`src/rtl/program_loader.sv`:
```
// Byte-stream boot loader: takes a 16-bit word count, a little-endian program image and an
// XOR checksum, writes the image into instruction memory and releases the core on success.
module program_loader #(
    parameter int data_bits           = 32,
    parameter int memory_size         = 1024,
    parameter int memory_address_bits = $clog2(memory_size)
) (
    input  logic                           clk,
    input  logic                           reset,
    input  logic                           start,
    input  logic [7:0]                     rx_data,
    input  logic                           rx_valid,
    output logic                           rx_ready,
    output logic                           mem_write,
    output logic [memory_address_bits-1:0] mem_address,
    output logic [data_bits-1:0]           mem_data_in,
    output logic                           core_hold,
    output logic                           busy,
    output logic                           done,
    output logic                           error
);

    typedef enum logic [2:0] {IDLE, HDR0, HDR1, DATA, WRITE, CHK, DONE, ERROR} state_t;

    localparam logic [16:0] MaxWords = 17'(memory_size);

    state_t                         state_q;
    logic [15:0]                    wordCount_q;
    logic [memory_address_bits-1:0] wordIdx_q;
    logic [1:0]                     byteIdx_q;
    logic [7:0]                     checksum_q;
    logic [23:0]                    wordLow_q;

    logic                 accept;
    logic [15:0]          headerCount;
    logic                 headerBad;
    logic [data_bits-1:0] wordFull;
    logic                 lastWord;

    assign accept      = rx_valid && rx_ready;
    assign headerCount = {rx_data, wordCount_q[7:0]};
    assign headerBad   = (headerCount == 16'd0) || ({1'b0, headerCount} > MaxWords);
    // The fourth byte is taken straight off the bus so the word is complete in the WRITE cycle.
    assign wordFull    = data_bits'({rx_data, wordLow_q});
    assign lastWord    = (16'(wordIdx_q) == wordCount_q - 16'd1);

    always_ff @(posedge clk or negedge reset) begin
        if (!reset) begin
            state_q     <= IDLE;
            wordCount_q <= '0;
            wordIdx_q   <= '0;
            byteIdx_q   <= '0;
            checksum_q  <= '0;
            wordLow_q   <= '0;
            rx_ready    <= 1'b0;
            mem_write   <= 1'b0;
            mem_address <= '0;
            mem_data_in <= '0;
            core_hold   <= 1'b1;
            busy        <= 1'b0;
            done        <= 1'b0;
            error       <= 1'b0;
        end else begin
            mem_write <= 1'b0;
            case (state_q)
                IDLE, DONE, ERROR: begin
                    if (start) begin
                        state_q    <= HDR0;
                        rx_ready   <= 1'b1;
                        busy       <= 1'b1;
                        core_hold  <= 1'b1;
                        done       <= 1'b0;
                        error      <= 1'b0;
                        wordIdx_q  <= '0;
                        byteIdx_q  <= '0;
                        checksum_q <= '0;
                    end
                end
                HDR0: begin
                    if (accept) begin
                        wordCount_q[7:0] <= rx_data;
                        state_q          <= HDR1;
                    end
                end
                HDR1: begin
                    if (accept) begin
                        wordCount_q <= headerCount;
                        if (headerBad) begin
                            state_q  <= ERROR;
                            rx_ready <= 1'b0;
                            busy     <= 1'b0;
                            error    <= 1'b1;
                        end else begin
                            state_q <= DATA;
                        end
                    end
                end
                DATA: begin
                    if (accept) begin
                        case (byteIdx_q)
                            2'd0:    wordLow_q[7:0]   <= rx_data;
                            2'd1:    wordLow_q[15:8]  <= rx_data;
                            2'd2:    wordLow_q[23:16] <= rx_data;
                            default: ;
                        endcase
                        checksum_q <= checksum_q ^ rx_data;
                        byteIdx_q  <= byteIdx_q + 2'd1;
                        if (byteIdx_q == 2'd3) begin
                            state_q     <= WRITE;
                            rx_ready    <= 1'b0;
                            mem_write   <= 1'b1;
                            mem_address <= wordIdx_q;
                            mem_data_in <= wordFull;
                        end
                    end
                end
                WRITE: begin
                    rx_ready <= 1'b1;
                    if (lastWord) begin
                        state_q <= CHK;
                    end else begin
                        wordIdx_q <= wordIdx_q + 1'b1;
                        state_q   <= DATA;
                    end
                end
                CHK: begin
                    if (accept) begin
                        rx_ready <= 1'b0;
                        busy     <= 1'b0;
                        if (rx_data == checksum_q) begin
                            state_q   <= DONE;
                            core_hold <= 1'b0;
                            done      <= 1'b1;
                        end else begin
                            state_q <= ERROR;
                            error   <= 1'b1;
                        end
                    end
                end
                default: state_q <= IDLE;
            endcase
        end
    end

endmodule

```
`config.mk`:
```
export PLATFORM = sky130hd
export DESIGN_NAME = program_loader
export DESIGN_NICKNAME = d
export VERILOG_FILES = /design/src/rtl/program_loader.sv
export SDC_FILE = /design/constraint.sdc
export NUM_CORES = 1
export LEC_CHECK = 0
export ABC_AREA = 1
export CORE_MARGIN = 2
export CORE_UTILIZATION = 40
export DETAILED_ROUTE_END_ITERATION = 8
export GPL_ROUTABILITY_DRIVEN = 0
export PLACE_DENSITY = 0.71
export SYNTH_ARGS = -nofsm -noshare
export SYNTH_HDL_FRONTEND = slang
export SYNTH_SLANG_ARGS = --single-unit
```
`constraint.sdc`:
```
create_clock -name clk -period 2.5 [get_ports clk]
set_clock_uncertainty 0.15 [all_clocks]
set_input_delay 0.5 -clock clk [delete_from_list [all_inputs] [get_ports clk]]
set_output_delay 0.5 -clock clk [all_outputs]
set_load 0.005 [all_outputs]
```
### Word level (Yosys, flattened, before mapping)

Cells that the tools add are included.

| storage, ports and cells | value |
|---|---|
| register bits after elaboration | 111 |
| bits in latches | 0 |
| RAM bits | 0 |
| ROM bits | 0 |
| input port bits | 12 |
| output and inout bits | 48 |
| logic and storage cells | 113 |
| memories | 0 |

| cells by class | value |
|---|---|
| $add $sub $neg | 3 |
| multipliers | 0 |
| div/mod/pow operators | 0 |
| $lt $le $gt $ge | 1 |
| equality and inequality tests | 22 |
| shift-type cells | 0 |
| mux-type cells | 44 |
| bitwise gates (word level) | 2 |
| reduce and logical (&&, ||, !) cells | 24 |

Operators with widths:

| operator | number |
|---|---|
| $pmux 8 s2 | 2 |
| $mux 3 | 8 |
| $mux 8 | 3 |
| $reduce_and 3->1 | 7 |
| $mux 10 | 2 |
| $ne 2x2->1 const B | 10 |
| $pmux 10 s2 | 1 |
| $mux 1 | 19 |
| $pmux 3 s6 | 1 |
| $eq 10x16->1 | 1 |
| $gt 16x11->1 const B | 1 |
| $logic_not 16->1 | 1 |
| $sub 16x1->16 const B | 1 |
| $eq 3x3->1 const B | 4 |
| $reduce_and 6->1 | 2 |
| $add 10x1->10 const B | 1 |
| $eq 8x8->1 | 1 |
| $xor 8x8->8 | 1 |
| $reduce_and 7->1 | 1 |
| $eq 3x2->1 const B | 2 |
| $pmux 1 s3 | 2 |
| $reduce_bool 2->1 | 3 |
| $pmux 1 s5 | 1 |
| $reduce_and 5->1 | 1 |
| other kinds (17) | 20 |

### Depth between registers and ports, before layout

| logic depth | value |
|---|---|
| depth after elaboration | 5 |
| gate-level depth with buffers | 16 |
| mapped depth without buffers | 16 |

### Least setup slack after synthesis

OpenSTA, ideal clock, no wires.

| timing | value |
|---|---|
| kind | register to register |
| start | reg wordCount_q[0] |
| end | reg wordIdx_q[9] |
| library setup time | 0.067 ns |
| arrival | 1.798 ns |
| required time | 2.283 ns |
| path slack | 0.485 ns |
| stages on the path, launching flop included | 14 |
| buffers on the path | 0 |
| period minus slack after synthesis | 2.015 ns |
| cells stage by stage | dfrtp_1 > inv_1 > ha_1 > nand2_1 > nor2_4 > nand2_1 > nand2_1 > nand3_1 > nand3b_1 > nor2_2 > nand2_4 > nand2_8 > nand2_1 > nand2_1 |

| between the ends | value |
|---|---|
| cells in the longest elaborated chain, start to end | 4 |

Ends and longest elaborated chain:

| element | line | source |
|---|---|---|
| from (decl) | 28 | `logic [15:0] wordCount_q;` |
| from (signal assigned) | 81 | `wordCount_q[7:0] <= rx_data;` |
| from (signal assigned) | 87 | `wordCount_q <= headerCount;` |
| $sub 16x1->16 | 45 | `assign lastWord = (16'(wordIdx_q) == wordCount_q - 16'd1);` |
| $eq 10x16->1 | 45 |  |
| $ne 2x2->1 (no line) | - |  |
| $reduce_and 3->1 (no line) | - |  |
| to (signal assigned) | 122 | `wordIdx_q <= wordIdx_q + 1'b1;` |
| to (decl) | 29 | `logic [memory_address_bits-1:0] wordIdx_q;` |

No other way between the ends.
A chain may end at the register's enable or synchronous reset.

### Worst setup path in the final report

| timing | value |
|---|---|
| start | reg wordCount_q[0] |
| end | reg wordIdx_q[0] |

Same word-level chain as after synthesis.

==> out/qor.txt <==
===============================================================================================
Status ........................................................................... finished clean
Int Power ........................................................................    0.00358 W
Main combinational cell family by area after synthesis ........................... simple AND/OR/NAND/NOR gates
Class of the tightest hold or removal check ...................................... flop to flop
CTS root buffer ..................................................................    clkbuf_16
Global-route wire length before repair ...........................................     20100 um
Initial core utilization .........................................................        0.410
Clock input transition at the sequential cells of the worst setup and hold paths .      0.08 ns
Final number of hold-violating endpoints .........................................            0
Clock latency at the later pin of the worst-skew pair ............................      0.35 ns
Wire per inst ....................................................................      13.3 um
Count of buffers inserted at the top-level ports .................................           59
Syn nets .........................................................................          652
Max cap viols ....................................................................            0
Tightest hold margin .............................................................     0.320 ns
Worst IR drop on VDD .............................................................       610 uV
Area contributors post-synth ..................................................... dfrtp_1 53%, nand2_1 17%, o21ai_0 7.5%
Commonest cells after routing, fill and taps aside ............................... 240 x nand2_1, 110 x dfrtp_1, 78 x o21ai_0
Full die area ....................................................................    13900 um2
Min setup slack post-route .......................................................     0.183 ns
Required time at the worst-slack endpoint ........................................      2.64 ns
Utilization after layout .........................................................        0.504
Placeable core region ............................................................    12600 um2
Number of clock buffers inserted by TritonCTS ....................................            9
Vias after detailed routing ......................................................         4358
DRC viols ........................................................................            0
TritonCTS clock tree .............................................................          yes
Detail Route Antenna Nets ........................................................            0
WL final .........................................................................     11700 um
Adder and majority cell fraction of the synthesized area .........................       0.0145
Leakage power of the design ......................................................      3.05 nW
Initial antenna violation count ..................................................            0
Cell type contributing the most total cell area after synthesis ..................      dfrtp_1
Gate Count Post-Synth ............................................................          634
Worst path arrival time ..........................................................      2.46 ns
Area share of the leading cell type in the synthesized netlist ...................        0.532
Share of the clock period used by the worst path after layout ....................        0.927
Final std cell area, no fill .....................................................     6360 um2
HPWL after detailed placement ....................................................      8420 um
Layout overhead on the synthesized area ..........................................        22.8%
Post-synthesis xor/xnor area fraction ............................................       0.0304
Largest net degree at the start of global routing ................................           60
Synth unique cells ...............................................................           31
Iter 0 DRT Violations ............................................................          279
First-pass iteration count of the detailed router ................................            5
Combined global-route utilization of all metal layers ............................        0.175
Most frequent standard cell in the layout excluding fill and tap cells ...........      nand2_1
Slew HR ..........................................................................        0.429
Total clock sinks ................................................................          111
Maximum fanout count along the critical path .....................................           10
Detail-routed via count per cell .................................................         4.95
Fin nets .........................................................................          722
Number of rows created at floorplan ..............................................           41
Die Height .......................................................................       118 um
Setup slack on the worst flop-to-flop path .......................................      0.18 ns
Switching share of total power ...................................................        0.386
Fraction of layout instances using a drive strength above 1 ......................       0.0748
Net Sw Power .....................................................................    0.00225 W
Filler cell count ................................................................         1239
Simple-gate share of the synthesized area ........................................        0.281
Clock Tree Buf Depth .............................................................            2
Number of levels the H-tree was split into .......................................            3
Remaining global-route overflow ..................................................            0
Synthesized cell area ............................................................     5180 um2
Post-synthesis mux area share ....................................................            0
Horiz. Die Dim ...................................................................       118 um
Pre-CTS setup slack ..............................................................    0.0943 ns
Warnings from Yosys ..............................................................            0
Count of pins on the block boundary ..............................................           60
Peak clock frequency supported by timing .........................................      432 MHz
Total of flip-flops plus latches after synthesis .................................          111
CP Capture Type ..................................................................         flop
Relative contribution of combinational cells to total power ......................        0.331
Sequential share of power ........................................................        0.420
Max-slew violation total from the final report ...................................            0
Critical register-to-register path startpoint .................................... wordCount_q[0]$_DFFE_PN0P_
Final setup violating endpoints ..................................................            0
Share of the synthesized area in compound gates (AO/OA/AOI/OAI) ..................       0.0897
Nature of the critical path startpoint ...........................................         flop
Least-Margin Pin Slew ............................................................     0.855 ns
Startpoint of the worst setup timing path ........................................ wordCount_q[0]$_DFFE_PN0P_
Average cell area after synthesis ................................................     8.17 um2
Path type of the worst setup path ................................................ flop to flop
Part of the Yosys area used for sequential elements ..............................        0.537
DP Area ..........................................................................     6020 um2
Final worst path period need .....................................................      2.32 ns
Clock share of power .............................................................        0.249
Antenna diode instance count .....................................................            0
Pwr dens .........................................................................   916 nW/um2
Min-Delay Startpoint ............................................................. core_hold$_DFFE_PN1P_
Via count of the first global-routing pass .......................................         4302
===============================================================================================
## per-stage QoR
stage / power (W) / setup TNS (ns) / std cells
after global placement: 0.00424 / 0 / 862
final: 0.00582 / 0 / 881
after global routing: 0.00627 / -0.0999 / 881
after CTS: 0.00580 / 0 / 879
after floorplan: 0.00377 / 0 / 634
after detailed placement: 0.00433 / 0 / 862
## cells by family (layout without fill, tap and decap cells)
kind of cell             Yosys count  in the layout
buffers and inverters             65            140
adder cells (fa/ha/maj)            6              6
XOR/XNOR                          18             18
AO/OA/AOI/OAI                     90             90
AND/OR/NAND/NOR                  344            344
flip-flops                       111            111
## synth_stat cells
cell type / number
xnor2_1: 12
a21oi_1: 7
dfrtp_1: 110
clkinv_1: 1
nand3_1: 28
o21ai_2: 1
nand3b_1: 6
ha_1: 6
o21ai_0: 78
nand2_2: 2
nor4_1: 2
inv_1: 48
o21bai_1: 1
or2_2: 1
nand4_1: 5
xor2_1: 6
a21oi_2: 1
nand2_8: 1
nor2_2: 5
inv_2: 3
o221ai_1: 1
nor3b_1: 2
nand2_1: 240
nand2_4: 1
nor2_1: 42
nor3_1: 5
buf_2: 3
dfstp_2: 1
nor2_4: 4
o21ai_1: 1
clkbuf_1: 10
## sequential cells by signal, indices dropped and copies added, names as in the netlist, 2 cells and up
signal	count
state_q	3
mem_address	10
byteIdx_q	2
wordCount_q	16
wordIdx_q	10
checksum_q	8
wordLow_q	24
mem_data_in	32
## power by group through the flow
stage / combinational (W) / clock, W / sequential, W
floorplan: 0.00137 / 0 / 0.00240
global placement: 0.00178 / 0 / 0.00246
detailed placement: 0.00186 / 0 / 0.00247
CTS: 0.00188 / 0.00149 / 0.00244
global route: 0.00221 / 0.00157 / 0.00250
finish: 0.00192 / 0.00145 / 0.00245
## metal layers
metal | up-vias | global-route usage | share of wire
met5 | - | 0 | 0
met4 | 0 | 0.0482 | 0.012
met3 | 13 | 0.0354 | 0.058
met2 | 130 | 0.288 | 0.47
met1 | 2058 | 0.235 | 0.46
li1 | 2157 | - | -
## worst max-delay path, stage by stage, from the launching register on
cell and delay (ns):
dfrtp_1 0.42, inv_2 0.12, ha_2 0.29, nand2_1 0.06
nand2_1 0.05, nor2_1 0.14, nand2_1 0.09, nor2_1 0.12
nand2_1 0.08, nor2_2 0.10, nand3b_1 0.14, nor2_2 0.15
nand2_4 0.12, nand2_8 0.11, nand2_1 0.06, nand2_1 0.06
## path summary, 6_finish.rpt
path	end	depth (start not counted)
worst min-delay path	core_hold$_DFFE_PN1P_	2
min in group asynchronous	wordLow_q[11]$_DFFE_PN0P_	2
worst max register to register	wordIdx_q[0]$_DFFE_PN0P_	15
worst min register to register	core_hold$_DFFE_PN1P_	2
worst max-delay path	wordIdx_q[0]$_DFFE_PN0P_	15
max in group asynchronous	core_hold$_DFFE_PN1P_	3
## timing repair
action / 4_1_cts / 5_1_grt
hold buffers: 1 / 0
setup buffers: 0 / 2
endpoints found under the hold margin: 1 / 0
setup endpoints to repair: 0 / 15
gates resized for setup: 0 / 4
## layout make-up
cell class | instances | area [um2] | area share
clock buffers | 9 | 225 | 0.0354
clock inverters | 7 | 81.3 | 0.0128
inverters | 52 | 195 | 0.0307
multi-input cells | 458 | 2160 | 0.340
flip-flops and latches | 111 | 2780 | 0.437
well taps | 172 | 215 | 0.0339
repair buffers | 72 | 701 | 0.110
No activity file was read; power rests on OpenSTA's default activity.
